[src/rtl/fifo_pkg.sv]
// Shared sizing constants and default thresholds for the 16-entry FIFO controller.
package fifo_pkg;
  localparam int unsigned FIFO_DEPTH       = 16;
  localparam int unsigned FIFO_AW          = 4;
  localparam int unsigned FIFO_PW          = 5;
  localparam int unsigned FIFO_AF_LEVEL    = 14;
  localparam int unsigned FIFO_AE_LEVEL    = 2;
endpackage

[src/rtl/addsub5.sv]
// 5-bit add/subtract cell: y = a + b (sub=0) or a - b (sub=1), with carry-out and signed overflow.
module addsub5 (
  input  logic [4:0] a,
  input  logic [4:0] b,
  input  logic       sub,
  output logic [4:0] y,
  output logic       cout,
  output logic       ovf
);
  logic [4:0] b_x;
  logic [5:0] sum;

  // Subtraction as a + ~b + 1.
  assign b_x  = b ^ {5{sub}};
  assign sum  = {1'b0, a} + {1'b0, b_x} + {5'b0, sub};
  assign y    = sum[4:0];
  assign cout = sum[5];
  assign ovf  = (a[4] == b_x[4]) && (sum[4] != a[4]);
endmodule

[src/rtl/fifo_ptr_ctrl16.sv]
// Pointer/status controller for a 16-entry synchronous FIFO: gated enables,
// storage addresses, occupancy, thresholds and sticky error flags.
module fifo_ptr_ctrl16
  import fifo_pkg::*;
#(
  parameter int unsigned DEPTH    = FIFO_DEPTH,
  parameter int unsigned AW       = FIFO_AW,
  parameter int unsigned AF_LEVEL = FIFO_AF_LEVEL,
  parameter int unsigned AE_LEVEL = FIFO_AE_LEVEL
) (
  input  logic          clk,
  input  logic          rst,
  input  logic          wr_req,
  input  logic          rd_req,
  output logic          wr_en,
  output logic          rd_en,
  output logic [AW-1:0] waddr,
  output logic [AW-1:0] raddr,
  output logic [4:0]    count,
  output logic          full,
  output logic          empty,
  output logic          almost_full,
  output logic          almost_empty,
  output logic          wr_ovf,
  output logic          rd_udf
);
  localparam logic [FIFO_PW-1:0] AF_L  = FIFO_PW'(AF_LEVEL);
  localparam logic [FIFO_PW-1:0] AE_L  = FIFO_PW'(AE_LEVEL);
  localparam logic [FIFO_PW-1:0] FULLC = FIFO_PW'(DEPTH);

  logic [FIFO_PW-1:0] wptr_q, wptr_d;
  logic [FIFO_PW-1:0] rptr_q, rptr_d;
  logic               wr_ovf_q, wr_ovf_d;
  logic               rd_udf_q, rd_udf_d;
  logic [FIFO_PW-1:0] count_w;
  logic               unused_cout;
  logic               unused_ovf;

  // Modulo-32 difference is the occupancy; carry and overflow carry no meaning here.
  addsub5 u_count_sub (
    .a    (wptr_q),
    .b    (rptr_q),
    .sub  (1'b1),
    .y    (count_w),
    .cout (unused_cout),
    .ovf  (unused_ovf)
  );

  assign full  = (wptr_q[4] != rptr_q[4]) && (wptr_q[3:0] == rptr_q[3:0]);
  assign empty = (wptr_q == rptr_q);
  assign wr_en = wr_req & ~full & ~rst;
  assign rd_en = rd_req & ~empty & ~rst;

  assign count        = count_w;
  assign waddr        = wptr_q[AW-1:0];
  assign raddr        = rptr_q[AW-1:0];
  assign almost_full  = (count_w >= AF_L);
  assign almost_empty = (count_w <= AE_L);
  assign wr_ovf       = wr_ovf_q;
  assign rd_udf       = rd_udf_q;

  always_comb begin
    wptr_d   = wptr_q;
    rptr_d   = rptr_q;
    wr_ovf_d = wr_ovf_q | (wr_req & full);
    rd_udf_d = rd_udf_q | (rd_req & empty);
    if (wr_en) wptr_d = wptr_q + 5'd1;
    if (rd_en) rptr_d = rptr_q + 5'd1;
  end

  always_ff @(posedge clk) begin
    if (rst) begin
      wptr_q   <= '0;
      rptr_q   <= '0;
      wr_ovf_q <= 1'b0;
      rd_udf_q <= 1'b0;
    end else begin
      wptr_q   <= wptr_d;
      rptr_q   <= rptr_d;
      wr_ovf_q <= wr_ovf_d;
      rd_udf_q <= rd_udf_d;
    end
  end

  // Full/empty decoded from pointer bits must always agree with the arithmetic count.
  always_ff @(posedge clk) begin
    if (!rst) begin
      assert (full == (count_w == FULLC));
      assert (empty == (count_w == 5'd0));
    end
  end
endmodule
[config.mk]
export PLATFORM = sky130hd
export DESIGN_NAME = fifo_ptr_ctrl16
export DESIGN_NICKNAME = d
export VERILOG_FILES = /design/src/rtl/fifo_pkg.sv /design/src/rtl/addsub5.sv /design/src/rtl/fifo_ptr_ctrl16.sv
export SDC_FILE = /design/constraint.sdc
export NUM_CORES = 1
export LEC_CHECK = 0
export BUFFER_PORTS_ARGS = -buffer_cell sky130_fd_sc_hd__buf_2
export CAP_MARGIN = 20
export CORE_AREA = 2 2 49 51
export DETAILED_ROUTE_END_ITERATION = 10
export DIE_AREA = 0 0 51 53
export GPL_TIMING_DRIVEN = 0
export PLACE_DENSITY = 0.86
export SLEW_MARGIN = 20
export SYNTH_ARGS = -nofsm -noshare
export SYNTH_HDL_FRONTEND = slang
export SYNTH_HIERARCHICAL = 1
export SYNTH_SLANG_ARGS = --single-unit
[constraint.sdc]
create_clock -name clk -period 2.5 [get_ports clk]
set_clock_uncertainty 0.1 [all_clocks]
set_input_delay 0.5 -clock clk [delete_from_list [all_inputs] [get_ports clk]]
set_output_delay 0.5 -clock clk [all_outputs]
set_load 0.05 [all_outputs]
==> results.py <==
metrics = {
    "floorplanning": {
        "die_h_um": 53,
        "rows": 17,
        "core-area_mm2": 0.002148,
        "die_area_mm2": 0.002703,
        "ioPinCount": 25,
        "start_util_pct": 48.28,
        "die_w_um": 51,
    },
    "synth": {
        "syn_inst": 116,
        "yosys_warnings": 6,
        "synth_area_mm2": 0.001037,
        "syn_nets": 127,
        "synth.avg_cell_area_um2": 8.942,
    },
    "final_layout": {
        "multi_input_area_um2": 833.3,
        "stdcell_count": 176,
        "layout_commonest_cell": "buf_2",
        "diodes": 0,
        "area_delta_synth_final_pct": 43.06,
        "nets": 160,
        "drive_gt1_share_pct": 47.30,
        "final_cell_mix": "16 x buf_2, 11 x buf_4, 10 x nor2_1",
        "nFillCells": 160,
        "seq_area_um2": 259.0,
    },
    "route": {
        "wl_per_cell_um": 14.34,
        "route.detailed.drc": 0,
        "routed-via-count": 946,
        "antenna_left": 0,
        "drt-total-wl_mm": 2.523,
        "first_pass_iters": 4,
        "via_per_inst": 5.375,
        "drt_iter0_markers": 25,
    },
    "clock_network": {
        "cts-root-buf": "clkbuf_4",
        "cts.htree.levels": 1,
        "cts_num_sinks": 12,
        "clkSlewWorstSetupHoldPaths_ps": 80,
        "cts_buffers": 3,
        "cts_tree": "done",
        "clk_path_buf_depth": 2,
        "clk_latency_ps": 280,
    },
    "place": {
        "portBuffers": 24,
        "dp_hpwl_mm": 1.724,
        "placedCellCount": 168,
        "place.gp.congestion": 0.7528,
        "preCtsSetupSlack_ps": -238.7,
    },
    "run_status": {
        "violations": "negative setup slack",
        "status": "complete, but fails checks",
    },
    "sta": {
        "slew_headroom_pct": 52.47,
        "rsz0062_at_grt": "yes",
        "hold_violations": 0,
        "period_needed_ps": 2802,
        "worst_slack_ps": -301.6,
        "drv_slew": 0,
        "finalSetupViolCount": 3,
        "tightestPinTransition_ps": 707.8,
        "timing.fmax_mhz": 356.9,
        "post-route-period-util_pct": 112.1,
    },
    "min_path": {
        "holdPathStages": 2,
        "hold_path_class": "reg2reg",
    },
    "power_and_ir_drop": {
        "ir_worst_vdd_uv": 431.8,
        "powerDensity_mw_per_mm2": 625.6,
        "p_total_mw": 0.9284,
        "leakagePower_nw": 0.6680,
    },
    "global_route": {
        "grt_pass1_wl_mm": 3.870,
        "grt_max_degree": 11,
        "grt_pass1_vias": 888,
        "grt-ovfl-total": 0,
        "antenna_found_initial": 0,
        "gr-usage-all-layers_pct": 19.10,
    },
    "worst_setup_path": {
        "endpoint_kind": "primary output",
        "reg2reg_depth": 6,
        "required_ps": 1900,
        "cp-start-kind": "flop",
        "cp_max_fo": 3,
        "critPathKind": "reg2out",
        "worstPathArrival_ps": 2200,
    },
    "flow_run": {
        "drv_cap": 0,
    },
}
-- layout make-up --
type | instances | share of cell area, %
multi-input combinational | 85 | 56.16
inverter | 7 | 1.771
buffer | 12 | 6.071
clock buffer | 4 | 2.445
tap | 28 | 2.361
timing repair buffer | 28 | 13.74
sequential | 12 | 17.45
-- state kept, by name, indices dropped and copies added (netlist names) --
signal,count
rptr_q,5
wptr_q,5
rd_udf,1
wr_ovf,1
-- critical path, stage by stage (launching register included) --
cell and delay [ps]:
dfxtp_4 370, xor2_2 190, inv_2 60, fa_2 360, nand2b_4 150, a22oi_2 220, xor2_4 130, a2111oi_4 230
buf_6 210
-- power by group --
part / internal, mW / leakage [nW] / switching, mW
clock network: 0.0887 / 0.0210 / 0.0667
registers: 0.204 / 0.102 / 0.0256
logic: 0.209 / 0.545 / 0.334
-- stage by stage --
| stage | util, % | instance area, um2 | hold slack [ps] | setup TNS, ps |
|---|---|---|---|---|
| after floorplan | - | 1115 | 391.3 | -421.5 |
| after global routing | 69.07 | 1484 | 423.0 | -997.6 |
| after CTS | 64.71 | 1390 | 379.2 | -816.5 |
| after global placement | 59.11 | 1270 | 343.1 | -213.4 |
| final | 69.07 | 1484 | 380.2 | -770.9 |
| after detailed placement | 59.11 | 1270 | 360.2 | -429.9 |
-- final timing paths --
| path | from | end | slack, ps |
|---|---|---|---|
| worst min-delay path | wr_ovf | wr_ovf | 380 |
| worst max register to register | rptr_q[1] | rptr_q[3] | 720 |
| worst min register to register | wr_ovf | wr_ovf | 380 |
| worst max-delay path | rptr_q[1] | almost_empty | -300 |
-- routing by layer --
| metal | GRT usage, % | vias to the layer above | share of wire, % |
|---|---|---|---|
| met5 | 0 | - | 0 |
| met1 | 21.21 | 455 | 41 |
| li1 | - | 455 | - |
| met4 | 7.207 | 0 | 1.5 |
| met3 | 3.672 | 5 | 3.6 |
| met2 | 35.71 | 31 | 54 |
-- what timing repair did --
action | CTS | global route
pin swaps | 1 | 2
endpoints found under the setup margin | 8 | 9
gates resized for setup | 20 | 19
setup buffers | 3 | 1
hold buffers | 0 | 0
(Power assumes the default switching activity.)
